==> config.mk <==
export PLATFORM = sky130hd
export DESIGN_NAME = uart_rx_port
export DESIGN_NICKNAME = d
export VERILOG_FILES = /design/src/rtl/uart_rx_port_pkg.sv /design/src/rtl/uart_rx_sync.sv /design/src/rtl/uart_rx_port.sv
export SDC_FILE = /design/constraint.sdc
export NUM_CORES = 1
export LEC_CHECK = 0
export CAP_MARGIN = 10
export CORE_MARGIN = 3
export CORE_UTILIZATION = 45
export CTS_BUF_LIST = sky130_fd_sc_hd__clkbuf_8
export DETAILED_ROUTE_END_ITERATION = 10
export GPL_TIMING_DRIVEN = 0
export PLACE_DENSITY_LB_ADDON = 0.12
export SLEW_MARGIN = 20
export SYNTH_ARGS = -nofsm -noshare
export SYNTH_HDL_FRONTEND = slang
export SYNTH_HIERARCHICAL = 1
export SYNTH_SLANG_ARGS = --single-unit
==> constraint.sdc <==
create_clock -name clk -period 2.45 [get_ports clk]
set_input_delay 0.245 -clock clk [delete_from_list [all_inputs] [get_ports clk]]
set_output_delay 0.245 -clock clk [all_outputs]
set_load 0.05 [all_outputs]
==> src/rtl/uart_rx_port_pkg.sv <==
// Shared definitions for the UART ports: FSM state encodings and status bit
// positions. Kept separate so a future transmitter can reuse them.
package uart_rx_port_pkg;

    typedef enum logic [2:0] {
        RX_IDLE  = 3'd0,
        RX_START = 3'd1,
        RX_DATA  = 3'd2,
        RX_STOP  = 3'd3,
        RX_BREAK = 3'd4
    } rx_state_t;

    // Bit positions inside the 8-bit status word read by the CPU.
    localparam int unsigned ST_VALID = 0;
    localparam int unsigned ST_OVR   = 1;
    localparam int unsigned ST_FERR  = 2;
    localparam int unsigned ST_BUSY  = 3;

    // Assemble the status word; the upper nibble is always zero.
    function automatic logic [7:0] pack_status(input logic busy, input logic ferr,
                                               input logic ovr, input logic valid);
        logic [7:0] s;
        s           = '0;
        s[ST_BUSY]  = busy;
        s[ST_FERR]  = ferr;
        s[ST_OVR]   = ovr;
        s[ST_VALID] = valid;
        return s;
    endfunction

endpackage

==> src/rtl/uart_rx_sync.sv <==
// Input conditioning for the receiver: two-flop synchroniser on the
// asynchronous serial line and a rising-edge detector on the CPU ack bit.
module uart_rx_sync (
    input  logic clk,
    input  logic reset,
    input  logic rx,
    input  logic ack,
    output logic rx_s,
    output logic ack_rise
);

    logic rx_meta;
    logic ack_q;

    // Synchronise rx and remember last cycle's ack level.
    always_ff @(posedge clk or posedge reset) begin
        if (reset) begin
            // NOTE: the line idles high, so the synchroniser resets to 1; resetting to 0
            // would look like a start bit the moment reset is released.
            rx_meta <= 1'b1;
            rx_s    <= 1'b1;
            ack_q   <= 1'b0;
        end else begin
            // NOTE: non-blocking assignments here make rx_meta -> rx_s a real
            // two-stage pipeline; blocking ones would collapse it to a single flop.
            rx_meta <= rx;
            rx_s    <= rx_meta;
            ack_q   <= ack;
        end
    end

    // ack comes from a synchronous CPU output port, so it is used directly.
    assign ack_rise = ack & ~ack_q;

endmodule

==> src/rtl/uart_rx_port.sv <==
// Polled 8N1 UART receiver. rx_data feeds a CPU input port with the last
// good byte; rx_status reports {4'b0, busy, ferr, ovr, valid}. The CPU
// acknowledges a byte with a rising edge on ack.
module uart_rx_port
    import uart_rx_port_pkg::*;
#(
    parameter int unsigned CLKS_PER_BIT = 104
) (
    input  logic       clk,
    input  logic       reset,
    input  logic       rx,
    input  logic       ack,
    output logic [7:0] rx_data,
    output logic [7:0] rx_status
);

    localparam int CNT_W = $clog2(CLKS_PER_BIT);
    localparam logic [CNT_W-1:0] CNT_LAST = CNT_W'(CLKS_PER_BIT - 1);
    localparam logic [CNT_W-1:0] CNT_HALF = CNT_W'(CLKS_PER_BIT / 2 - 1);

    logic             rx_s;
    logic             ack_rise;
    rx_state_t        state;
    logic [CNT_W-1:0] cnt;
    logic [2:0]       bit_idx;
    logic [7:0]       shift;
    logic             valid;
    logic             ovr;
    logic             ferr;
    logic             busy;

    uart_rx_sync u_sync (
        .clk      (clk),
        .reset    (reset),
        .rx       (rx),
        .ack      (ack),
        .rx_s     (rx_s),
        .ack_rise (ack_rise)
    );

    // Frame reception, byte commit and status flag bookkeeping.
    always_ff @(posedge clk or posedge reset) begin
        if (reset) begin
            state   <= RX_IDLE;
            cnt     <= '0;
            bit_idx <= '0;
            // NOTE: the shift register is plain datapath, but it is cheap and resetting
            // it keeps a partially received byte from surviving an aborted frame.
            shift   <= '0;
            rx_data <= '0;
            valid   <= 1'b0;
            ovr     <= 1'b0;
            ferr    <= 1'b0;
            busy    <= 1'b0;
        end else begin
            // NOTE: the acknowledge clear is written first on purpose; a commit or framing
            // error later in this block overrides it because the last non-blocking
            // assignment to a register in the same edge wins.
            if (ack_rise) begin
                valid <= 1'b0;
                ovr   <= 1'b0;
                ferr  <= 1'b0;
            end

            case (state)
                RX_IDLE: begin
                    if (!rx_s) begin
                        state <= RX_START;
                        cnt   <= '0;
                        busy  <= 1'b1;
                    end
                end

                RX_START: begin
                    if (cnt == CNT_HALF) begin
                        cnt <= '0;
                        if (!rx_s) begin
                            state   <= RX_DATA;
                            bit_idx <= '0;
                        end else begin
                            // Start bit did not hold to mid-bit: treat it as a glitch.
                            state <= RX_IDLE;
                            busy  <= 1'b0;
                        end
                    end else begin
                        cnt <= cnt + CNT_W'(1);
                    end
                end

                RX_DATA: begin
                    if (cnt == CNT_LAST) begin
                        cnt     <= '0;
                        shift   <= {rx_s, shift[7:1]};
                        bit_idx <= bit_idx + 3'd1;
                        if (bit_idx == 3'd7) begin
                            state <= RX_STOP;
                        end
                    end else begin
                        cnt <= cnt + CNT_W'(1);
                    end
                end

                RX_STOP: begin
                    if (cnt == CNT_LAST) begin
                        cnt <= '0;
                        if (rx_s) begin
                            state <= RX_IDLE;
                            busy  <= 1'b0;
                            // An unread byte is never overwritten unless the CPU
                            // acknowledges it in this very cycle.
                            if (!valid || ack_rise) begin
                                rx_data <= shift;
                                valid   <= 1'b1;
                            end else begin
                                ovr <= 1'b1;
                            end
                        end else begin
                            state <= RX_BREAK;
                            ferr  <= 1'b1;
                        end
                    end else begin
                        cnt <= cnt + CNT_W'(1);
                    end
                end

                RX_BREAK: begin
                    // A line held low must return high before a new frame may start.
                    if (rx_s) begin
                        state <= RX_IDLE;
                        cnt   <= '0;
                        busy  <= 1'b0;
                    end
                end

                default: begin
                    state <= RX_IDLE;
                    cnt   <= '0;
                    busy  <= 1'b0;
                end
            endcase
        end
    end

    // Status word is a pure rewiring of registered flags.
    assign rx_status = pack_status(busy, ferr, ovr, valid);

endmodule

==> results.json, run 1 <==
{
  "synth_cells": 144,
  "synth_ff_type": "dfrtp_1",
  "final_core_util_pct": 56.57,
  "dp_hpwl_um": 2138,
  "clockBufferDepth": 2,
  "n_antenna_cell": 0,
  "grt_first_pass_wirelength_um": 5423,
  "rr_startpoint": "cnt[0]$_DFFE_PP0P_",
  "yosysWarnings": 6,
  "design.core.area_um2": 3716,
  "drive_above_1_share_pct": 27.06,
  "worst-setup-path-type": "reg2reg",
  "rsz0062_at_grt": "no",
  "pwr_density_cell_nw_per_um2": 546.1,
  "cts_tree": "done",
  "vias": 1150,
  "layout.cells.most_common": "dfrtp_1",
  "synth_cell_types": 48,
  "finClkSkew_ns": 0.005712,
  "grt_pass1_vias": 1212,
  "postLayoutCellArea_um2": 2102,
  "final_cells": 218,
  "cts_hold_buf": 0,
  "syn_to_final_growth_pct": 18.56,
  "post-route-drc-count": 0,
  "row_count": 22,
  "hold_path_class": "in2async",
  "drt-total-wl_um": 3016,
  "htreeDepth": 2,
  "reg2reg_to": "rx_data[0]$_DFFE_PP0P_",
  "placed_cells": 210,
  "postRouteAntennaNets": 0,
  "overflow": 0,
  "first_iter_violations": 121,
  "grtUsageMet1_pct": 18.48,
  "start_util_pct": 47.71,
  "status": "completed",
  "worst_pin_slew_ns": 0.6920,
  "syn_area_per_cell_um2": 12.31,
  "async_flop_share_pct": 100.0,
  "nFillCells": 340,
  "die_y_um": 68.77,
  "ctsResizeCount": 0,
  "synth_top_area_cell": "dfrtp_1",
  "clk_latency_ns": 0.29,
  "end_kind": "register",
  "ys_top_cells_by_area": "dfrtp_1 (48%), mux2_2 (10%), buf_4 (3.8%)",
  "fmax_ghz": 0.4808,
  "root_buffer": "clkbuf_8",
  "path_clk_slew_ns": 0.07,
  "maxCapViolCount": 0,
  "grt.total_usage_pct": 15.67,
  "tritoncts.num_buffers": 5,
  "synth-seq-cells": 36,
  "cts_setup_buffers": 0,
  "top_usage_layer": "met2",
  "final_cell_mix": "dfrtp_1 (34), mux2_2 (16), clkdlybuf4s50_1 (15), nor2_1 (10), buf_4 (9)",
  "r2r_slack_ns": 0.37,
  "cts.sink_count": 36,
  "period_minus_slack_ns": 2.080,
  "port_buffers": 15,
  "irDropWorstVdd_mv": 0.3362,
  "seqCellArea_um2": 903.4,
  "ys_seq_area_share_pct": 50.95,
  "tns_ns": 0,
  "drtPass1Iterations": 4,
  "grt_use_met3_pct": 4.862,
  "wire_per_inst_um": 13.83,
  "max_slew_margin_pct": 53.80,
  "final_max_slew_viol_count": 0,
  "cp_data_required_time_ns": 2.62,
  "critPathMaxFanout": 10,
  "fp.dieW_um": 68.77,
  "mappedNetlistArea_um2": 1773,
  "leakage_nw": 1.003,
  "min_period_over_period_pct": 84.89,
  "ios": 20,
  "synth_edf_count": 0,
  "fin_nets": 176,
  "met2_usage_pct": 25.98,
  "die-area_um2": 4729,
  "setup_violations": 0,
  "start_kind": "register",
  "multi_input_area_um2": 763.2,
  "grt_max_degree": 34,
  "place_area_um2": 1994,
  "hold_viol": 0,
  "antenna_found_initial": 0,
  "r2r_cells": 5,
  "worstPathArrival_ns": 2.25,
  "yosysTopAreaCellShare_pct": 47.99,
  "place.gp.congestion": 0.8372,
  "viasPerCell": 5.275
}
-- final cells by class --
type,instances,share of cell area (%)
Inverter,6,1.071
Clock buffer,5,3.274
Buffer,14,4.524
Clock inverter,3,1.845
Sequential cell,36,42.98
Multi-Input combinational cell,91,36.31
Tap cell,48,2.857
Timing Repair Buffer,15,7.143
-- worst max-delay path, cell delays in order, from the launching register on --
cell      delay [ns]
dfrtp_1         0.41
ha_1            0.29
nand3b_4        0.16
or4_4           0.56
nor2_8          0.19
mux2_2          0.35
-- stage by stage --
stage / hold WS (ns) / worst slack, ns / total power, W
3_3_place_gp: 0.3475 / 0.4013 / 0.0006554
5_1_grt: 0.1747 / 0.2691 / 0.001199
2_1_floorplan: -0.002808 / 0.5368 / 0.0006457
6_report: 0.1682 / 0.3701 / 0.001148
4_1_cts: 0.1549 / 0.3687 / 0.001163
3_5_place_dp: 0.3572 / 0.3891 / 0.0006566
-- worst max path at each step --
| stage | from | to | slack (ns) | cells after the start |
|---|---|---|---|---|
| 6_report | cnt[0]$_DFFE_PP0P_ | rx_data[0]$_DFFE_PP0P_ | 0.37 | 5 |
| 4_1_cts | cnt[0]$_DFFE_PP0P_ | rx_data[3]$_DFFE_PP0P_ | 0.37 | 5 |
| 5_1_grt | cnt[0]$_DFFE_PP0P_ | rx_data[3]$_DFFE_PP0P_ | 0.27 | 5 |
| 3_5_place_dp | cnt[0]$_DFFE_PP0P_ | rx_data[3]$_DFFE_PP0P_ | 0.39 | 5 |
| 2_1_floorplan | cnt[0]$_DFFE_PP0P_ | rx_data[0]$_DFFE_PP0P_ | 0.54 | 5 |
| 3_3_place_gp | cnt[0]$_DFFE_PP0P_ | rx_data[0]$_DFFE_PP0P_ | 0.40 | 5 |
-- flip-flops by register name, indices dropped and copies added (netlist names) --
name	cells
valid	1
shift	8
ferr	1
busy	1
u_sync/ack_q	1
bit_idx	3
u_sync/rx_s	1
u_sync/rx_meta	1
cnt	7
rx_data	8
state	3
ovr	1
-- power breakdown --
group | internal (W) | leakage [nW] | switching (W)
combinational | 0.0000126 | 0.470 | 0.0000330
clock | 0.000298 | 0.0593 | 0.000206
sequential | 0.000598 | 0.474 | 0.00000112
-- layer usage --
layer,wire length [um],share of wire [%],up-vias
li1,-,-,558
met1,1409,47,566
met2,1437,48,19
met3,100,3.3,7
met4,68,2.3,0
met5,0,0,-
-- cells in the mapped netlist, drive strengths merged, types with 3 or more instances --
| cell type | count |
|---|---|
| nand2 | 5 |
| or2 | 3 |
| nor2 | 11 |
| o21ai | 5 |
| clkbuf | 3 |
| buf | 11 |
| xor2 | 5 |
| ha | 3 |
| inv | 5 |
| a22o | 3 |
| mux2 | 17 |
| dfrtp | 34 |
-- cell families after synthesis --
| logic type | count (synthesis) | share of synthesized area, % |
|---|---|---|
| xor+xnor | 6 | 2.964 |
| fa+ha+maj | 4 | 2.682 |
| flops | 36 | 50.95 |
| other cells | 1 | 0.2115 |
| compound gates | 28 | 12.00 |
| mux | 17 | 10.80 |
| simple gates | 32 | 13.76 |
| buf+inv | 20 | 6.633 |
Note: power is estimated with default switching activity, not from simulation.
==> run 2, diff against run 1 <==
==> constraint.sdc (replaced) <==
create_clock -name clk -period 1.96 [get_ports clk]
set_input_delay 0.196 -clock clk [delete_from_list [all_inputs] [get_ports clk]]
set_output_delay 0.196 -clock clk [all_outputs]
set_load 0.05 [all_outputs]
==> run 2 against run 1 <==
  * Power up 25%
  * Final area up 2.9%
  * Clock skew is essentially flat
  * Clock-buffer cell count stayed put
  * Clock power grew 25%
  * Final cell count rose by 1.8%
  * Die area unchanged
==> results.json, run 2 (synthesis results as in run 1) <==
{
  "max_slew_margin_pct": 53.57,
  "die-area_um2": 4729,
  "clockBufferDepth": 2,
  "min_period_over_period_pct": 98.24,
  "start_util_pct": 47.71,
  "cts_tree": "done",
  "htreeDepth": 2,
  "setup_violations": 0,
  "fin_ws_ns": 0.03442,
  "syn_to_final_growth_pct": 21.95,
  "hold_path_class": "in2async",
  "end_kind": "register",
  "maxCapViolCount": 0,
  "postRouteAntennaNets": 0,
  "leakage_nw": 1.026,
  "critPathMaxStageDelay_ns": 0.54,
  "path_clk_slew_ns": 0.07,
  "post-route-drc-count": 0,
  "start_kind": "register",
  "drive_above_1_share_pct": 30.46,
  "final_max_slew_viol_count": 0,
  "final_cells": 222,
  "grt_pass1_vias": 1222,
  "reg_top3": "rx_data (8), shift (8), cnt (7)",
  "grt.total_usage_pct": 15.77,
  "fp.dieW_um": 68.77,
  "pwr_density_cell_nw_per_um2": 664.2,
  "p_total_w": 0.001436,
  "clk_latency_ns": 0.29,
  "fmax_ghz": 0.5193,
  "dp_hpwl_um": 2138,
  "tritoncts.num_buffers": 5,
  "grt_max_degree": 34,
  "final_cell_mix": "dfrtp_1 (34), clkdlybuf4s50_1 (15), buf_4 (14), mux2_2 (13), nor2_1 (9)",
  "viasPerCell": 5.279,
  "p_int_w": 0.001135,
  "place.gp.congestion": 0.8372,
  "pre_cts_ws_ns": -0.1009,
  "critPathMaxFanout": 8,
  "cts_hold_buf": 0,
  "worst-setup-path-type": "reg2reg",
  "period_minus_slack_ns": 1.926,
  "rr_startpoint": "cnt[1]$_DFFE_PP0P_",
  "critPathSlowestCell": "or4_4",
  "grt_first_pass_wirelength_um": 5457,
  "rsz0062_at_grt": "yes",
  "drtPass1Iterations": 4,
  "overflow": 0,
  "worst_pin_slew_ns": 0.6954,
  "worstPathArrival_ns": 2.10,
  "ios": 20,
  "die_y_um": 68.77,
  "fin_nets": 180,
  "n_antenna_cell": 0,
  "root_buffer": "clkbuf_8",
  "cts.sink_count": 36,
  "p_comb_share_pct": 3.7,
  "clkPwrFrac_pct": 43.9,
  "status": "completed",
  "finClkSkew_ns": 0.005973,
  "vias": 1172,
  "switching_share_pct": 20.95,
  "placed_cells": 210,
  "power_switching_w": 0.0003009,
  "crit_path_start": "cnt[1]$_DFFE_PP0P_",
  "row_count": 22,
  "drt-total-wl_um": 3175,
  "antenna_found_initial": 0,
  "design.core.area_um2": 3716,
  "layout.cells.most_common": "dfrtp_1",
  "crit_chain": "ha_4, nand3b_4, or4_4, nor2_8, mux2_2",
  "cp_data_required_time_ns": 2.13,
  "irDropWorstVdd_mv": 0.4235,
  "hold_viol": 0,
  "share_seq_of_total_power_pct": 52.4,
  "first_iter_violations": 96,
  "wire_per_inst_um": 14.30,
  "final_core_util_pct": 58.18,
  "port_buffers": 15
}
## run 2: area by class of cell
| type | instances | area, um^2 |
|---|---|---|
| tap | 48 | 60.06 |
| clock buffer | 5 | 68.82 |
| timing repair buffer | 20 | 187.7 |
| fill | 334 | 1554 |
| multi-input combinational | 91 | 789.5 |
| clock inverter | 3 | 38.79 |
| inverter | 6 | 22.52 |
| sequential | 36 | 903.4 |
| buffer | 13 | 91.34 |
## run 2: layer usage
layer  wire length, um  vias up  track usage [%]
met5                 0        -                0
met4                48        0            7.299
met3                95        5            4.862
met2              1534       21            25.86
met1              1496      578            18.90
li1                  -      568                -
## run 2: timing repair
action                     in CTS  in global routing
hold endpoints to repair        0                  0
setup endpoints to repair      14                 15
buffers inserted                3                  2
gates resized for setup         2                  4
pin swaps                       2                  3
## run 2: worst paths after layout
check | slack, ns | to | depth (start not counted)
setup / recovery | 0.03 | rx_data[0]$_DFFE_PP0P_ | 5
hold / removal | 0.12 | u_sync/ack_q$_DFF_PP0_ | 2
min in group clk | 0.31 | u_sync/rx_meta$_DFF_PP1_ | 1
hold reg to reg | 0.36 | u_sync/rx_s$_DFF_PP1_ | 0
max in group asynchronous | 1.15 | busy$_DFFE_PP0P_ | 2
setup reg to reg | 0.03 | rx_data[0]$_DFFE_PP0P_ | 5
## run 2: through the flow
step,area [um^2],hold WS [ns],setup TNS (ns)
finish,2162,0.1165,0
global route,2162,0.1257,-0.09689
CTS,2137,0.1059,0
detailed placement,1994,0.3572,-0.8363
global placement,1994,0.3475,-0.7966
floorplan,1784,-0.05181,0
## run 2: power by group through the flow
stage          registers [W]  clock network [W]  logic [W]
2_1_floorplan       0.000763                  0  0.0000445
3_3_place_gp        0.000763                  0  0.0000566
3_5_place_dp        0.000763                  0  0.0000577
4_1_cts             0.000749           0.000648  0.0000577
5_1_grt             0.000752           0.000687  0.0000595
6_report            0.000752           0.000630  0.0000536
## run 2: worst max-delay path: cells and delay by family (launching register included)
kind	cells	cell delay [ns]
fa+ha+maj	1	0.17
simple gates	3	0.86
mux	1	0.36
flops	1	0.41
==> run 3, diff against run 2 <==
--- a/config.mk
+++ b/config.mk
@@ -6,7 +6,7 @@
 export NUM_CORES = 1
 export LEC_CHECK = 0
 export CAP_MARGIN = 10
-export CORE_MARGIN = 3
+export CORE_MARGIN = 8
 export CORE_UTILIZATION = 45
 export CTS_BUF_LIST = sky130_fd_sc_hd__clkbuf_8
 export DETAILED_ROUTE_END_ITERATION = 10
==> run 3 against run 2 <==
  * First-iteration DRC count is 40% lower
  * Combinational power is 0.7% lower
  * Sequential power hardly changed
  * Register-to-register slack better by 0.02 ns
  * Largest power group unchanged
==> results.json, run 3 (synthesis results as in run 1) <==
{
  "cts_tree": "done",
  "vias": 1197,
  "end_kind": "register",
  "p_comb_share_pct": 3.7,
  "postRouteAntennaNets": 0,
  "share_seq_of_total_power_pct": 52.2,
  "htreeDepth": 2,
  "critPathBufInv": 0,
  "leakage_nw": 1.035,
  "hold_viol": 0,
  "tritoncts.num_buffers": 5,
  "place_area_um2": 1997,
  "maxCapViolCount": 0,
  "max_slew_margin_pct": 55.37,
  "n_antenna_cell": 0,
  "final_core_util_pct": 56.14,
  "drtPass1Iterations": 6,
  "root_buffer": "clkbuf_8",
  "critPathSlowestCell": "or4_4",
  "post-route-drc-count": 0,
  "start_util_pct": 45.64,
  "min_period_over_period_pct": 97.22,
  "r2r_cells": 5,
  "wire_per_inst_um": 14.68,
  "pwr_density_cell_nw_per_um2": 660.2,
  "row_count": 23,
  "hold_path_class": "in2async",
  "switching_share_pct": 20.89,
  "fp.dieW_um": 78.77,
  "start_kind": "register",
  "nFillCells": 344,
  "die_y_um": 78.77,
  "final_max_slew_viol_count": 0,
  "port_buffers": 15,
  "critical_path_depth": 5,
  "holdWs_ns": 0.1216,
  "cts.sink_count": 36,
  "worstPathArrival_ns": 2.08,
  "crit_chain": "ha_4, nand3b_4, or4_4, nor2_8, mux2_2",
  "clockBufferDepth": 2,
  "worst_pin_slew_ns": 0.6685,
  "dp_hpwl_um": 2312,
  "fin_nets": 183,
  "worst-setup-path-type": "reg2reg",
  "overflow": 0,
  "multi_input_area_um2": 778.2,
  "final_cell_mix": "dfrtp_1 (33), buf_4 (17), mux2_2 (16), clkdlybuf4s50_1 (15), nor2_1 (9)",
  "period_minus_slack_ns": 1.905,
  "path_clk_slew_ns": 0.07,
  "critPathMaxStageDelay_ns": 0.55,
  "pre_cts_ws_ns": -0.1683,
  "cp_top_family": "simple AND/OR/NAND/NOR gates",
  "seqCellArea_um2": 904.6,
  "irDropWorstVdd_mv": 0.4083,
  "grt_first_pass_wirelength_um": 5623,
  "antenna_found_initial": 0,
  "cts_hold_buf": 0,
  "grt.total_usage_pct": 11.50,
  "design.core.area_um2": 3885,
  "fmax_ghz": 0.5248,
  "drive_above_1_share_pct": 32.77,
  "syn_to_final_growth_pct": 23.01,
  "first_iter_violations": 58,
  "cp_data_required_time_ns": 2.13,
  "p_int_w": 0.001139,
  "drt-total-wl_um": 3333,
  "layout.cells.most_common": "dfrtp_1",
  "critPathMaxFanout": 8,
  "reg_top3": "rx_data (8), shift (8), cnt (7)",
  "postLayoutCellArea_um2": 2181,
  "clkPwrFrac_pct": 44.1,
  "clk_latency_ns": 0.28,
  "status": "completed",
  "ios": 20,
  "place.gp.congestion": 0.8381,
  "finClkSkew_ns": 0.004641,
  "grt_max_degree": 34,
  "die-area_um2": 6205,
  "grt_pass1_vias": 1203,
  "viasPerCell": 5.273,
  "fin_ws_ns": 0.05455,
  "power_switching_w": 0.0003008,
  "setup_violations": 0
}
[run 3: power by group through the flow]
stage	Clock (W)	Combinational [W]	Sequential (W)
after detailed placement	0	0.0000578	0.000763
after global placement	0	0.0000566	0.000763
final	0.000635	0.0000532	0.000752
after CTS	0.000657	0.0000578	0.000748
after floorplan	0	0.0000445	0.000763
after global routing	0.000692	0.0000588	0.000752
[run 3: layout make-up]
cell class | instances | share of cell area (%)
buffer | 13 | 4.188
clock buffer | 5 | 3.155
clock inverter | 3 | 1.951
inverter | 6 | 1.033
multi-input combinational | 91 | 35.69
sequential | 36 | 41.48
tap | 50 | 2.869
timing repair buffer | 23 | 9.639
[run 3: path summary, 6_finish.rpt]
kind / slack (ns) / endpoint / from
min in group clk: 0.31 / u_sync/rx_meta$_DFF_PP1_ / rx
max: 0.05 / rx_data[3]$_DFFE_PP0P_ / cnt[0]$_DFFE_PP0P_
max reg2reg: 0.05 / rx_data[3]$_DFFE_PP0P_ / cnt[0]$_DFFE_PP0P_
min: 0.12 / u_sync/ack_q$_DFF_PP0_ / reset
min reg2reg: 0.36 / u_sync/rx_s$_DFF_PP1_ / u_sync/rx_meta$_DFF_PP1_
max in group asynchronous: 1.13 / cnt[0]$_DFFE_PP0P_ / reset
[run 3: layer usage]
| metal | GRT usage [%] | vias to the layer above | routed length, um |
|---|---|---|---|
| met1 | 13.08 | 584 | 1391 |
| li1 | - | 575 | - |
| met5 | 0 | - | 0 |
| met2 | 17.98 | 32 | 1680 |
| met3 | 4.853 | 6 | 187 |
| met4 | 6.296 | 0 | 74 |
[run 3: what timing repair did]
action | 4_1_cts | 5_1_grt
pin swaps | 2 | 3
endpoints found under the setup margin | 14 | 19
resized for setup | 3 | 1
setup buffers | 1 | 7
gates cloned | 0 | 0
[run 3: stage by stage]
| stage | std cells | total power (W) | setup TNS [ns] |
|---|---|---|---|
| after floorplan | 147 | 0.0008071 | 0 |
| after global placement | 212 | 0.0008192 | -1.283 |
| after detailed placement | 212 | 0.0008207 | -2.028 |
| after CTS | 221 | 0.001464 | 0 |
| after global routing | 227 | 0.001502 | -0.001707 |
| final | 227 | 0.001440 | 0 |
